## src/rtl/alu_muldiv.sv

```systemverilog
// -----------------------------------------------------------------------------
// alu_muldiv
//
// Iterative multiply/divide unit for the EX stage. Computes MULT/MULTU/DIV/DIVU
// results into the architectural HI/LO registers one bit per cycle and serves
// single-cycle MTHI/MTLO writes. A start/busy/done handshake lets the hazard
// logic stall the pipeline while an operation is running.
//
// Configuration macro:
//   ALU_MULDIV_DIV_EN  - when defined, the restoring divider is built and
//                        DIV/DIVU are executed. When undefined, DIV/DIVU starts
//                        are ignored and only the multiply path exists.
//
// Parameters:
//   WIDTH  operand and HI/LO width (>= 4, even)
//   CNT_W  iteration counter width (derived, do not override)
//
// Ports:
//   clk    in   rising-edge clock
//   reset  in   synchronous active-high reset, clears all state
//   start  in   operation request, sampled only while busy=0
//   op     in   000 MULT, 001 MULTU, 010 DIV, 011 DIVU, 100 MTHI, 101 MTLO
//   A      in   rs operand (multiplicand / dividend / MTHI-MTLO source)
//   B      in   rt operand (multiplier / divisor)
//   flush  in   abort the in-flight operation
//   busy   out  high while a MULT/DIV operation is in progress
//   done   out  one-cycle pulse when HI/LO take a MULT/DIV result
//   hi     out  HI register
//   lo     out  LO register
// -----------------------------------------------------------------------------
module alu_muldiv #(
    parameter int WIDTH = 32,
    parameter int CNT_W = $clog2(WIDTH) + 1
) (
    input  logic             clk,
    input  logic             reset,
    input  logic             start,
    input  logic [2:0]       op,
    input  logic [WIDTH-1:0] A,
    input  logic [WIDTH-1:0] B,
    input  logic             flush,
    output logic             busy,
    output logic             done,
    output logic [WIDTH-1:0] hi,
    output logic [WIDTH-1:0] lo
);

    localparam logic [2:0] OP_MULT  = 3'b000;
    localparam logic [2:0] OP_MULTU = 3'b001;
    localparam logic [2:0] OP_DIV   = 3'b010;
    localparam logic [2:0] OP_DIVU  = 3'b011;
    localparam logic [2:0] OP_MTHI  = 3'b100;
    localparam logic [2:0] OP_MTLO  = 3'b101;

`ifdef ALU_MULDIV_DIV_EN
    localparam logic DIV_EN = 1'b1;
`else
    localparam logic DIV_EN = 1'b0;
`endif

    typedef enum logic [1:0] {
        ST_IDLE = 2'b00,
        ST_CALC = 2'b01,
        ST_FIX  = 2'b10
    } state_t;

    state_t               state_r;
    logic [CNT_W-1:0]     cnt_r;
    // Multiply: {partial product high, multiplier/low product}.
    // Divide:   {partial remainder, dividend/quotient}.
    logic [2*WIDTH-1:0]   acc_r;
    logic [WIDTH-1:0]     opnd_r;      // multiplicand or divisor magnitude
    logic [WIDTH-1:0]     a_raw_r;     // unmodified dividend for divide-by-zero
    logic                 is_div_r;
    logic                 neg_res_r;   // negate product / quotient in FIX
    logic                 neg_rem_r;   // negate remainder in FIX
    logic                 dbz_r;       // divisor was zero

    logic                 is_signed_s;
    logic                 mul_req_s;
    logic                 div_req_s;
    logic                 accept_s;
    logic [WIDTH-1:0]     mag_a_s;
    logic [WIDTH-1:0]     mag_b_s;
    logic [WIDTH:0]       mul_sum_s;
    logic [2*WIDTH-1:0]   mul_next_s;
    logic [2*WIDTH-1:0]   div_next_s;
    logic [2*WIDTH-1:0]   prod_s;
    logic [WIDTH-1:0]     quo_s;
    logic [WIDTH-1:0]     rem_s;
    logic [WIDTH-1:0]     fix_hi_s;
    logic [WIDTH-1:0]     fix_lo_s;

    // Request decode and operand magnitudes for the start cycle
    always_comb begin
        is_signed_s = (op == OP_MULT) || (op == OP_DIV);
        mul_req_s   = (op == OP_MULT) || (op == OP_MULTU);
        if ((op == OP_DIV) || (op == OP_DIVU)) begin
            div_req_s = DIV_EN;
        end else begin
            div_req_s = 1'b0;
        end
        accept_s = mul_req_s || div_req_s;
        if (is_signed_s && A[WIDTH-1]) begin
            mag_a_s = -A;
        end else begin
            mag_a_s = A;
        end
        if (is_signed_s && B[WIDTH-1]) begin
            mag_b_s = -B;
        end else begin
            mag_b_s = B;
        end
    end

    // Shift-add multiply step: add multiplicand when the current multiplier
    // bit is set, then shift the whole accumulator right by one
    always_comb begin
        if (acc_r[0]) begin
            mul_sum_s = {1'b0, acc_r[2*WIDTH-1:WIDTH]} + {1'b0, opnd_r};
        end else begin
            mul_sum_s = {1'b0, acc_r[2*WIDTH-1:WIDTH]};
        end
        mul_next_s = {mul_sum_s, acc_r[WIDTH-1:1]};
    end

`ifdef ALU_MULDIV_DIV_EN
    logic [WIDTH:0]       div_shift_s;
    logic [WIDTH-1:0]     div_sub_s;

    // Restoring divide step: shift in the next dividend bit and subtract the
    // divisor when the partial remainder is large enough
    always_comb begin
        div_shift_s = {acc_r[2*WIDTH-1:WIDTH], acc_r[WIDTH-1]};
        div_sub_s   = WIDTH'(div_shift_s - {1'b0, opnd_r});
        if (div_shift_s >= {1'b0, opnd_r}) begin
            div_next_s = {div_sub_s, acc_r[WIDTH-2:0], 1'b1};
        end else begin
            div_next_s = {div_shift_s[WIDTH-1:0], acc_r[WIDTH-2:0], 1'b0};
        end
    end
`else
    // Divider absent: the divide step is never selected
    always_comb begin
        div_next_s = acc_r;
    end
`endif

    // Sign correction and result selection applied in FIX
    always_comb begin
        prod_s = neg_res_r ? -acc_r : acc_r;
        quo_s  = neg_res_r ? -acc_r[WIDTH-1:0] : acc_r[WIDTH-1:0];
        rem_s  = neg_rem_r ? -acc_r[2*WIDTH-1:WIDTH] : acc_r[2*WIDTH-1:WIDTH];
        if (is_div_r) begin
            if (dbz_r) begin
                fix_hi_s = a_raw_r;
                fix_lo_s = {WIDTH{1'b1}};
            end else begin
                fix_hi_s = rem_s;
                fix_lo_s = quo_s;
            end
        end else begin
            fix_hi_s = prod_s[2*WIDTH-1:WIDTH];
            fix_lo_s = prod_s[WIDTH-1:0];
        end
    end

    // Control FSM, iteration datapath and architectural HI/LO registers
    always_ff @(posedge clk) begin
        if (reset) begin
            state_r   <= ST_IDLE;
            cnt_r     <= {CNT_W{1'b0}};
            acc_r     <= {(2*WIDTH){1'b0}};
            opnd_r    <= {WIDTH{1'b0}};
            a_raw_r   <= {WIDTH{1'b0}};
            is_div_r  <= 1'b0;
            neg_res_r <= 1'b0;
            neg_rem_r <= 1'b0;
            dbz_r     <= 1'b0;
            busy      <= 1'b0;
            done      <= 1'b0;
            hi        <= {WIDTH{1'b0}};
            lo        <= {WIDTH{1'b0}};
        end else begin
            done <= 1'b0;
            case (state_r)
                ST_IDLE: begin
                    // flush drops a start presented in the same cycle
                    if (!flush && start) begin
                        case (op)
                            OP_MTHI: hi <= A;
                            OP_MTLO: lo <= A;
                            default: begin
                                if (accept_s) begin
                                    state_r   <= ST_CALC;
                                    busy      <= 1'b1;
                                    cnt_r     <= CNT_W'(WIDTH - 1);
                                    is_div_r  <= div_req_s;
                                    a_raw_r   <= A;
                                    neg_res_r <= is_signed_s && (A[WIDTH-1] ^ B[WIDTH-1]);
                                    neg_rem_r <= is_signed_s && A[WIDTH-1];
                                    dbz_r     <= div_req_s && (B == {WIDTH{1'b0}});
                                    if (div_req_s) begin
                                        acc_r  <= {{WIDTH{1'b0}}, mag_a_s};
                                        opnd_r <= mag_b_s;
                                    end else begin
                                        acc_r  <= {{WIDTH{1'b0}}, mag_b_s};
                                        opnd_r <= mag_a_s;
                                    end
                                end
                            end
                        endcase
                    end
                end
                ST_CALC: begin
                    if (flush) begin
                        state_r <= ST_IDLE;
                        busy    <= 1'b0;
                    end else begin
                        acc_r <= is_div_r ? div_next_s : mul_next_s;
                        if (cnt_r == {CNT_W{1'b0}}) begin
                            state_r <= ST_FIX;
                        end else begin
                            cnt_r <= cnt_r - {{(CNT_W-1){1'b0}}, 1'b1};
                        end
                    end
                end
                ST_FIX: begin
                    state_r <= ST_IDLE;
                    busy    <= 1'b0;
                    if (!flush) begin
                        hi   <= fix_hi_s;
                        lo   <= fix_lo_s;
                        done <= 1'b1;
                    end
                end
                default: begin
                    state_r <= ST_IDLE;
                    busy    <= 1'b0;
                end
            endcase
        end
    end

endmodule

```

## config.mk

```make
export PLATFORM = sky130hd
export DESIGN_NAME = alu_muldiv
export DESIGN_NICKNAME = d
export VERILOG_FILES = /design/src/rtl/alu_muldiv.sv
export SDC_FILE = /design/constraint.sdc
export NUM_CORES = 1
export LEC_CHECK = 0
export CAP_MARGIN = 20
export CORE_UTILIZATION = 50
export CTS_BUF_LIST = sky130_fd_sc_hd__clkbuf_2
export DETAILED_ROUTE_END_ITERATION = 10
export GPL_ROUTABILITY_DRIVEN = 0
export PLACE_DENSITY_LB_ADDON = 0.12
export RECOVER_POWER = 25
export REMOVE_ABC_BUFFERS = 1
export SLEW_MARGIN = 10
export SYNTH_ARGS = -nofsm -noshare
export SYNTH_HDL_FRONTEND = slang
export SYNTH_SLANG_ARGS = --single-unit
export TNS_END_PERCENT = 100
```

## constraint.sdc

```tcl
create_clock -name clk -period 3.5 [get_ports clk]
set_clock_uncertainty 0.05 [all_clocks]
set_input_delay 0.7 -clock clk [delete_from_list [all_inputs] [get_ports clk]]
set_output_delay 0.7 -clock clk [all_outputs]
set_load 0.01 [all_outputs]
```

# == Word level (Yosys, flattened, before mapping) ==
# Cells that the tools add are included.
# totals
ff_bits,171
input_bits,71
out_inout_bits,66
word_cells,89
# classes
n_addsub,5
eq_ne,16
mux,35
bitwise,3
reduce_logical,21
# op_table
operator,n
2-to-1 mux 64 bit,5
2-to-1 mux 32 bit,8
one-hot mux 32 bit (2 select lines),2
one-hot mux 64 bit (2 select lines),1
negation 32 bit,2
negation 64 bit,1
adder 32 x 32 -> 33 bit,1
2-to-1 mux 33 bit,1
2-to-1 mux 6 bit,5
AND reduction 4 bit,5
"!= test 2 bit, second input constant",7
one-hot mux 6 bit (2 select lines),1
2-to-1 mux 2 bit,5
"equality test 3 bit, second input constant",2
logical NOT 6 bit,1
AND reduction 6 bit,1
"subtractor 6 x 1 -> 6 bit, second input constant",1
2-to-1 mux 1 bit,5
AND reduction 5 bit,1
logical AND 1 bit,4
"!= test 2 x 1 -> 1 bit, second input constant",2
one-hot mux 2 bit (2 select lines),1
nonzero test 2 bit,2
OR reduction 2 bit,2
other kinds (12),14

# == Longest topological paths before layout ==
# Gate-level depths: netlist of run 1.
# logic_depth
word_depth,8
mapped_depth,13
ltp_nobuf,11

# == Worst setup path after synthesis of run 1 ==
# No wires, ideal clock.
# synth_path
path_type,input to register
startpoint,in A[19]
endpoint,reg opnd_r[30]
arrival_time_ns,2.906
slack_ns,0.459
path_stages,7
path_buffers,0
path_cell_list,or3_1 > or4b_1 > or2_1 > or4_1 > o41ai_2 > xor2_1 > a211oi_1
# synth_between
elab_chain_len,2
# synth_lines
item,line,text
start: declaration,39,"input logic [WIDTH-1:0] A,"
negation 32 bit,105,mag_a_s = -A;
2-to-1 mux 32 bit,104,if (is_signed_s && A[WIDTH-1]) begin
end signal: assignment,174,opnd_r <= {WIDTH{1'b0}};
end signal: assignment,205,opnd_r <= mag_b_s;
end signal: assignment,208,opnd_r <= mag_a_s;
end: declaration,72,logic [WIDTH-1:0] opnd_r;
# Every way passes these cells.
# A chain may end at the register's enable or synchronous reset.

# == Final worst setup path of run 1 ==
# layout_path
startpoint,reg acc_r[32]
endpoint,reg acc_r[59]
# layout_between
elab_chain_len,4
# layout_lines
item,line,text
start: declaration,71,logic [2*WIDTH-1:0] acc_r;
start signal: assignment,173,acc_r <= {(2*WIDTH){1'b0}};
start signal: assignment,204,"acc_r <= {{WIDTH{1'b0}}, mag_a_s};"
start signal: assignment,207,"acc_r <= {{WIDTH{1'b0}}, mag_b_s};"
adder 32 x 32 -> 33 bit,120,"mul_sum_s = {1'b0, acc_r[2*WIDTH-1:WIDTH]} + {1'b0, opnd_r};"
2-to-1 mux 33 bit,119,if (acc_r[0]) begin
2-to-1 mux 64 bit,216,if (flush) begin
one-hot mux 64 bit (2 select lines),186,case (state_r)
# Every way passes these cells. The select of a mux whose other input is x is not followed.

==> flow_summary.json, run 1 <==
{
  "maxCapViolCount": 0,
  "pre_cts_ws_ns": -0.192,
  "ir_drop_uv": 165,
  "hold_buffers": 0,
  "dieWidth_um": 152,
  "setup_violations": 0,
  "final_cell_area_um2": 13400,
  "whs_endpoint": "lo[2]",
  "drc": 4,
  "grt_max_degree": 94,
  "r2r-start": "acc_r[32]",
  "hold_viol": 0,
  "clockBufferDepth": 2,
  "place_area_um2": 13200,
  "yosys.area_share.adder": 0.0427,
  "core_area_um2": 22000,
  "dp_hpwl_um": 27500,
  "final_util": 0.610,
  "setup_slack_ns": 0.223,
  "synth_enable_flop_cells": 0,
  "syn_inst": 1483,
  "rrSetupSlack_ns": 0.22,
  "synth-main-ff-cell": "dfxtp_1",
  "worst_pin_slew_ns": 1.49,
  "nFillCells": 2081,
  "drive_gt1_frac": 0.0837,
  "hold_ws_ns": 0.424,
  "nets": 1722,
  "start_util": 0.513,
  "vias": 11700,
  "synthArstFlopShare": 0,
  "violations": "DRC",
  "finalCritPeriodShare": 0.936,
  "r2r_cells": 11,
  "cts_resized": 0,
  "slew_violations": 0,
  "drt_iter0_markers": 951,
  "endpoint_kind": "register",
  "outcome": "finished, violations left",
  "period_needed_ns": 3.28,
  "critPathRequiredTime_ns": 4.15,
  "overflow": 0,
  "synth_top_family_by_area": "compound AO/OA/AOI/OAI gates",
  "r2r_end": "acc_r[59]",
  "routedWlPerCell_um": 19.2,
  "hold_path_class": "register to register",
  "tritoncts": "yes",
  "cp-start-kind": "register",
  "cellPowerDensity_nw_per_um2": 287,
  "yosys.area_share.simple": 0.205,
  "dieHeight_um": 152,
  "max_freq_ghz": 0.305,
  "synth_seq_cells": 171,
  "ys_top_cells_by_area": "dfxtp_1, nor2_1, a21oi_1, xor2_1, xnor2_1",
  "numPortBuffers": 136,
  "synth_compound_area_frac": 0.291,
  "synth_xor_area_frac": 0.110,
  "flow.area_growth_from_synthesis_pct": 18.9,
  "track_usage": 0.313,
  "final.setup.tns_ns": 0,
  "maxSlewHeadroom": 0.00860,
  "slowest_stage": "or4b_2",
  "grt_setup_unrepaired": "false",
  "ant_nets": 0,
  "antenna_found_initial": 1,
  "insertion_delay_ns": 0.81,
  "ys.warnings.count": 0,
  "critPathMaxStageDelay_ns": 0.62,
  "ys_types": 69,
  "htreeDepth": 4,
  "yosys.area.top_type": "dfxtp_1",
  "synth_top_area_share": 0.303,
  "wirelength_um": 36600,
  "power.leakage_nw": 5.13,
  "path_clk_slew_ns": 0.26,
  "num_rows": 54,
  "grt_pass1_vias": 10800,
  "clock-root-buffer": "clkbuf_2",
  "crit_arrival_ns": 3.93,
  "post_cts_buffers": 0,
  "crit_path_cell_trace": "ha_1 -> inv_1 -> fa_1 -> nand2b_1 -> a21oi_1 -> o31a_1 -> a21oi_1 -> o21ai_0 -> o41ai_1 -> or4b_2 -> o311ai_0",
  "syn-cell-area_um2": 11300,
  "cts_made_buffers": 17,
  "critPathMaxFanout": 4,
  "synth.most_common_cell": "nor2_1",
  "synth_area_per_cell_um2": 7.62,
  "synthMuxAreaShare": 0.00764,
  "ios": 137,
  "die-area_um2": 23200,
  "dr.pass1.iters": 8,
  "worstHoldStart": "lo[2]",
  "clock_sinks": 171,
  "min_delay_path_depth": 2,
  "routed_via_density": 6.12,
  "cp_common_cell": "a21oi_1",
  "grt_pass1_wl_um": 57900,
  "ys_top_cells_by_count": "nor2_1, dfxtp_1, a21oi_1",
  "seq_area_frac_synth": 0.303,
  "crit_type": "register to register"
}
-- area by class of cell --
| cell class | instances | area (um2) | share of cell area |
|---|---|---|---|
| Antenna cell | 1 | 2.50 | 0.000186 |
| Clock buffer | 18 | 90.1 | 0.00670 |
| Clock inverter | 13 | 134 | 0.00996 |
| Inverter | 25 | 93.8 | 0.00698 |
| Multi-Input combinational cell | 1190 | 7440 | 0.554 |
| Sequential cell | 171 | 3420 | 0.255 |
| Tap cell | 280 | 350 | 0.0261 |
| Timing Repair Buffer | 208 | 1900 | 0.142 |
-- metrics by stage --
stage | std cells | total power, mW
final | 1906 | 3.86
after detailed placement | 1874 | 2.83
after global placement | 1874 | 2.81
after floorplan | 1386 | 2.48
after CTS | 1905 | 3.87
after global routing | 1906 | 4.03
-- metal layers --
| layer | part of all wire | global-route usage | up-vias |
|---|---|---|---|
| li1 | - | - | 5693 |
| met1 | 0.44 | 0.416 | 5505 |
| met2 | 0.47 | 0.520 | 423 |
| met3 | 0.067 | 0.0484 | 52 |
| met4 | 0.023 | 0.0986 | 0 |
| met5 | 0 | 0 | - |
-- power by group --
part | internal [mW] | switching, mW
sequential | 2.01 | 0.0522
clock | 0.278 | 0.783
combinational | 0.305 | 0.439
total | 2.59 | 1.27
-- cells in the final DEF, fill, tap and decap left out, types with 5 or more instances in the layout --
master and count:
nor2_1 196, dfxtp_1 170, clkdlybuf4s50_1 132, a21oi_1 131, nand2_1 126, o21ai_0 99, xor2_1 73, xnor2_1 69
buf_4 69, a211oi_1 68, nor3_1 39, ha_1 37, o31ai_1 35, a22oi_1 31, inv_1 25, or3_1 25
clkbuf_2 19, nand3_1 17, a21o_1 16, a311oi_1 16, a31oi_1 15, or4_1 14, and3_1 13, o22ai_1 13
nand2b_1 12, o41ai_1 12, nor4_1 10, and2_1 9, o211ai_1 9, or2_2 8, nand4_1 7, a222oi_1 6
mux2_2 5, o21a_1 5, nor2b_1 5
-- how the worst max path moves through the flow --
stage / endpoint / cells after the start / slack, ns / from
floorplan: cnt_r[5] / 8 / -6.83 / start
global placement: opnd_r[30] / 8 / -0.14 / A[18]
detailed placement: opnd_r[30] / 8 / -0.19 / A[18]
CTS: acc_r[59] / 11 / 0.29 / acc_r[32]
global route: acc_r[63] / 10 / 0.04 / acc_r[33]
finish: acc_r[59] / 11 / 0.22 / acc_r[32]
-- cells by family after synthesis --
logic type	count (synthesis)
AND/OR/NAND/NOR	501
adder cells (fa/ha/maj)	38
flip-flops	171
XOR/XNOR	142
buffers and inverters	122
AO/OA/AOI/OAI	501
multiplexers	8
-- critical path: cells and delay by family, from the launching register on --
| kind | cells | cell delay, ns |
|---|---|---|
| flip-flops | 1 | 0.38 |
| adder cells (fa/ha/maj) | 2 | 0.47 |
| AO/OA/AOI/OAI | 6 | 1.42 |
| AND/OR/NAND/NOR | 2 | 0.77 |
| buffers and inverters | 1 | 0.10 |
-- sequential cells by signal, indices dropped and copies added, names as in the netlist --
| register | flops |
|---|---|
| acc_r | 64 |
| hi | 32 |
| lo | 32 |
| opnd_r | 32 |
| cnt_r | 6 |
| state_r | 2 |
| busy | 1 |
| done | 1 |
| neg_res_r | 1 |
(Power assumes the default switching activity.)
==> run 2: changes to the inputs <==
--- a/config.mk
+++ b/config.mk
@@ -5,9 +5,11 @@
 export SDC_FILE = /design/constraint.sdc
 export NUM_CORES = 1
 export LEC_CHECK = 0
+export ABC_AREA = 1
 export CAP_MARGIN = 20
 export CORE_UTILIZATION = 50
 export CTS_BUF_LIST = sky130_fd_sc_hd__clkbuf_2
+export CTS_CLUSTER_DIAMETER = 200
 export DETAILED_ROUTE_END_ITERATION = 10
 export GPL_ROUTABILITY_DRIVEN = 0
 export PLACE_DENSITY_LB_ADDON = 0.12
==> run 2 against run 1 <==
The run ends with capacitance limit, slew limit left. Worst hold slack worse by 0.047 ns. Maximum frequency rose by 13%. Utilization decreased by 3.3 points. Via count grew 32%. Setup slack improved by 0.39 ns. Critical endpoint is now acc_r[42].
==> flow_summary.json, run 2 <==
{
  "tritoncts": "yes",
  "slowest_stage": "clkbuf_1",
  "setup_violations": 0,
  "ant_nets": 0,
  "rrSetupSlack_ns": 0.61,
  "ir_drop_uv": 174,
  "synth_area_per_cell_um2": 5.83,
  "cts_made_buffers": 17,
  "clock-root-buffer": "clkbuf_2",
  "ys_types": 45,
  "dieWidth_um": 165,
  "num_rows": 59,
  "r2r_cells": 7,
  "core_area_um2": 26100,
  "crit_start": "state_r[1]",
  "worst_path_dominant_cell_family": "buffers and inverters",
  "crit_arrival_ns": 3.59,
  "violations": "capacitance limit, slew limit",
  "nFillCells": 2650,
  "min_delay_path_depth": 4,
  "final_common_cell": "nand2_1",
  "ys.warnings.count": 0,
  "antenna_found_initial": 1,
  "drive_gt1_frac": 0.0458,
  "r2r-start": "state_r[1]",
  "synth_top_area_share": 0.258,
  "power.leakage_nw": 7.05,
  "syn_inst": 2278,
  "syn-cell-area_um2": 13300,
  "dr.pass1.iters": 6,
  "hold_viol": 0,
  "largest-register": "acc_r",
  "wirelength_um": 45800,
  "vias": 15400,
  "largest_register_ffs": 64,
  "hold_path_class": "input pin to register",
  "slew_violations": 152,
  "final_cells": 2715,
  "seq_area_frac_synth": 0.258,
  "power.internal_mw": 2.68,
  "swShare": 0.366,
  "synth_enable_flop_cells": 0,
  "finalCritPeriodShare": 0.826,
  "grt_pass1_vias": 13700,
  "flow.area_growth_from_synthesis_pct": 13.3,
  "synth-main-ff-cell": "dfxtp_1",
  "die-area_um2": 27200,
  "max_freq_ghz": 0.346,
  "start_util": 0.510,
  "cellPowerDensity_nw_per_um2": 281,
  "worstHoldStart": "reset",
  "crit_path_cell_trace": "inv_2 -> nand2_1 -> nor2_1 -> clkbuf_1 -> o21ai_0 -> o21bai_1 -> a21oi_1",
  "synth_seq_cells": 171,
  "hold_buffers": 0,
  "ios": 137,
  "crit_cells": 7,
  "synth.most_common_cell": "nand2_1",
  "yosys.area.top_type": "dfxtp_1",
  "path_clk_slew_ns": 0.31,
  "ys_top_cells_by_count": "nand2_1, inv_1, nor2_1",
  "period_needed_ns": 2.89,
  "crit_type": "register to register",
  "dp_cells": 2681,
  "grt_max_degree": 85,
  "critPathRequiredTime_ns": 4.20,
  "drt_iter0_markers": 1555,
  "maxCapViolCount": 3,
  "critPathMaxFanout": 38,
  "htreeDepth": 4,
  "worst_pin_slew_ns": 1.83,
  "overflow": 0,
  "maxSlewHeadroom": -0.217,
  "drc": 0,
  "cts_resized": 0,
  "routedWlPerCell_um": 16.9,
  "p_sw_mw": 1.54,
  "clock_sinks": 171,
  "dp_hpwl_um": 35400,
  "grt_pass1_wl_um": 71200,
  "endpoint_kind": "register",
  "synthArstFlopShare": 0,
  "track_usage": 0.337,
  "nets": 2474,
  "pwr-share-comb": 0.247,
  "final_cell_mix": "nand2_1, inv_1, nor2_1, nand3_1, a21oi_1",
  "grt_setup_unrepaired": "false",
  "clockBufferDepth": 2,
  "critPathMaxStageDelay_ns": 1.34,
  "dieHeight_um": 165,
  "outcome": "finished, violations left",
  "routed_via_density": 5.68,
  "insertion_delay_ns": 0.82,
  "post_cts_buffers": 0,
  "ys_top_cells_by_area": "dfxtp_1, nand2_1, nand3_1, inv_1, a21oi_1",
  "pwr-share-seq": 0.492,
  "numPortBuffers": 136,
  "cp-start-kind": "register",
  "timing.critical_path.buf_inv": 2,
  "clockPowerShare": 0.261,
  "final.setup.tns_ns": 0
}
run 2: area by class of cell:
| type | instances | area, um2 | area share |
|---|---|---|---|
| Multi-Input combinational cell | 1709 | 8290 | 0.551 |
| Tap cell | 335 | 419 | 0.0279 |
| Sequential cell | 171 | 3420 | 0.228 |
| Timing Repair Buffer | 156 | 1510 | 0.100 |
| Inverter | 310 | 1160 | 0.0773 |
| Antenna cell | 2 | 5.00 | 0.000333 |
| Clock inverter | 14 | 155 | 0.0103 |
| Clock buffer | 18 | 90.1 | 0.00599 |
run 2: worst paths after layout:
path	end
hold reg to reg	cnt_r[5]
setup / recovery	acc_r[42]
hold / removal	acc_r[1]
setup reg to reg	acc_r[42]
run 2: power by group through the flow:
stage	Combinational (mW)	Sequential, mW	Clock [mW]
2_1_floorplan	0.571	2.12	0
3_3_place_gp	1.01	2.11	0
5_1_grt	1.13	2.09	1.18
4_1_cts	1.02	2.08	1.10
3_5_place_dp	1.02	2.11	0
6_report	1.04	2.08	1.10
run 2: worst reg2reg max path, cell delays in order, from the launching register on:
cell	delay (ns)
dfxtp_1	0.43
inv_2	0.10
nand2_1	0.07
nor2_1	0.20
clkbuf_1	1.34
o21ai_0	0.25
o21bai_1	0.24
a21oi_1	0.14
run 2: metrics by stage:
stage	util	hold slack (ns)	setup slack [ns]	power, mW	instance area, um2
after detailed placement	0.570	0.386	0.443	3.13	14800
after global routing	0.577	0.328	0.376	4.40	15000
after global placement	0.570	0.374	0.481	3.12	14800
after floorplan	-	0.362	-0.503	2.69	12900
final	0.577	0.376	0.610	4.22	15000
after CTS	0.579	0.321	0.897	4.20	15100
run 2: cells by family (layout without fill, tap and decap cells):
logic type,count (synthesis),after routing,share of synthesized area
AND/OR/NAND/NOR,1175,1175,0.377
AO/OA/AOI/OAI,466,466,0.191
buffers and inverters,398,498,0.118
flip-flops,171,171,0.258
adder cells (fa/ha/maj),38,38,0.0364
XOR/XNOR,30,30,0.0198
other,0,2,0
run 2: metal layers:
metal	up-vias	track usage	wire [um]
li1	7575	-	-
met2	728	0.554	21000
met5	-	0	0
met1	6993	0.443	19400
met3	136	0.0397	3490
met4	0	0.146	1900
==> run 3: changes to the inputs <==
==> constraint.sdc (replaced) <==
create_clock -name clk -period 2.7 [get_ports clk]
set_clock_uncertainty 0.05 [all_clocks]
set_input_delay 0.54 -clock clk [delete_from_list [all_inputs] [get_ports clk]]
set_output_delay 0.54 -clock clk [all_outputs]
set_load 0.01 [all_outputs]
==> run 3 against run 2 <==
The run now ends clean. Largest cell class unchanged. Combinational power rose by 32%. Utilization grew 0.67 points. Critical path depth increased by 7. Routed wire length barely moved. Sequential share of layout area fell by 0.26 points. Power is 32% higher. Setup slack lost 0.46 ns. Critical endpoint is now acc_r[59]. Clock-buffer cell count unchanged. Final cell count increased by 0.33%. Maximum frequency increased by 13%. Global-route usage decreased by 0.19 points. Worst hold slack got worse by 0.20 ns.
==> flow_summary.json, run 3 (same netlist as run 2, synthesis figures left out) <==
{
  "nFillCells": 2663,
  "ir_drop_uv": 302,
  "grt_pass1_wl_um": 70900,
  "post_cts_buffers": 0,
  "multi_input_area_um2": 8280,
  "final_common_cell": "nand2_1",
  "grt_max_degree": 105,
  "maxSlewHeadroom": 0.191,
  "ant_nets": 0,
  "dieWidth_um": 165,
  "maxCapViolCount": 0,
  "antenna_found_initial": 1,
  "htreeDepth": 4,
  "wirelength_um": 45700,
  "insertion_delay_ns": 0.81,
  "start_util": 0.510,
  "regArea_um2": 3420,
  "final.setup.tns_ns": 0,
  "clockBufferDepth": 2,
  "numPortBuffers": 136,
  "place_area_um2": 15000,
  "dr.pass1.iters": 8,
  "hold_buffers": 0,
  "setup_slack_ns": 0.149,
  "max_freq_ghz": 0.392,
  "flow.area_growth_from_synthesis_pct": 14.6,
  "crit_type": "register to register",
  "crit_arrival_ns": 3.27,
  "largest_register_ffs": 64,
  "r2r_end": "acc_r[59]",
  "slew_violations": 0,
  "final_cell_area_um2": 15200,
  "worst_pin_slew_ns": 1.21,
  "critPathMaxStageDelay_ns": 0.47,
  "power.leakage_nw": 7.13,
  "hold_path_class": "input pin to register",
  "track_usage": 0.335,
  "dp_hpwl_um": 35100,
  "finalCritPeriodShare": 0.945,
  "path_clk_slew_ns": 0.29,
  "pre_cts_ws_ns": 0.0532,
  "hold_viol": 0,
  "crit_path_cell_trace": "ha_1 -> inv_1 -> fa_1 -> inv_1 -> nand3_1 -> nand3_1 -> nand3_1 -> nand3_1 -> nand2_1 -> nand2_1 -> nand2_1 -> nand3_1 -> nand2_1 -> a21oi_1",
  "ios": 137,
  "routedWlPerCell_um": 16.8,
  "clock-root-buffer": "clkbuf_2",
  "worstHoldStart": "reset",
  "timing.critical_path.buf_inv": 2,
  "grt_setup_unrepaired": "false",
  "outcome": "complete, no violations",
  "worst_path_dominant_cell_family": "simple AND/OR/NAND/NOR gates",
  "cellPowerDensity_nw_per_um2": 367,
  "nets": 2485,
  "vias": 15400,
  "cp-start-kind": "register",
  "drc": 0,
  "dieHeight_um": 165,
  "min_delay_path_depth": 5,
  "core_area_um2": 26100,
  "drive_gt1_frac": 0.0498,
  "setup_violations": 0,
  "rrSetupSlack_ns": 0.15,
  "period_needed_ns": 2.55,
  "critPathRequiredTime_ns": 3.42,
  "clock_sinks": 171,
  "die-area_um2": 27200,
  "cts_made_buffers": 17,
  "cts_resized": 0,
  "cp_common_cell": "nand3_1",
  "largest-register": "acc_r",
  "endpoint_kind": "register",
  "final_cell_mix": "nand2_1, inv_1, nor2_1, nand3_1, a21oi_1",
  "r2r-start": "acc_r[32]",
  "grt_pass1_vias": 13700,
  "routed_via_density": 5.66,
  "slowest_stage": "dfxtp_1",
  "critPathMaxFanout": 5,
  "tritoncts": "yes",
  "num_rows": 59,
  "r2r_cells": 14,
  "whs_endpoint": "opnd_r[21]",
  "overflow": 0,
  "drt_iter0_markers": 1603
}
[run 3: cell count changes in the layout (fill, tap and decap cells not counted), moves of 3 or more]
| cell | change |
|---|---|
| buf_12 | +7 |
| buf_4 | +4 |
| clkinv_4 | -3 |
| clkinvlp_4 | +3 |
[run 3: how the worst max path moves through the flow]
stage,depth (start not counted),slack [ns],end,from
2_1_floorplan,8,-1.30,hi[0],state_r[1]
3_3_place_gp,12,0.14,opnd_r[28],A[1]
3_5_place_dp,11,0.05,opnd_r[20],A[1]
4_1_cts,14,0.20,acc_r[59],acc_r[32]
5_1_grt,14,0.007,acc_r[63],acc_r[32]
6_report,14,0.15,acc_r[59],acc_r[32]
[run 3: final cells by class]
type,count,area share
Tap cell,335,0.0275
Clock buffer,18,0.00592
Sequential cell,171,0.225
Clock inverter,13,0.0109
Inverter,310,0.0764
Multi-Input combinational cell,1709,0.544
Timing Repair Buffer,167,0.110
Antenna cell,1,0.000164
[run 3: report_power, final]
part	internal, mW	switching (mW)	total [mW]
Sequential	2.62	0.0724	2.69
Combinational	0.489	0.883	1.37
Clock	0.524	1.00	1.53
[run 3: worst register-to-register path, cell delays in order (launching register included)]
cell and delay (ns):
dfxtp_1 0.47, ha_1 0.21, inv_1 0.06, fa_1 0.43, inv_1 0.15, nand3_1 0.08
nand3_1 0.18, nand3_1 0.11, nand3_1 0.23, nand2_1 0.13, nand2_1 0.11, nand2_1 0.06
nand3_1 0.10, nand2_1 0.06, a21oi_1 0.12
[run 3: through the flow]
step	instances	hold slack, ns	total power, mW	util
after global routing	2724	0.191	5.83	0.584
after global placement	2692	0.377	4.07	0.577
after CTS	2723	0.196	5.57	0.586
after detailed placement	2692	0.385	4.08	0.577
after floorplan	2190	0.362	3.49	-
final	2724	0.179	5.59	0.584
[run 3: routing by layer]
layer | vias up | global-route usage | share of wire
li1 | 7598 | - | -
met1 | 6954 | 0.437 | 0.42
met2 | 730 | 0.560 | 0.46
met3 | 130 | 0.0344 | 0.081
met4 | 0 | 0.140 | 0.040
met5 | - | 0 | 0
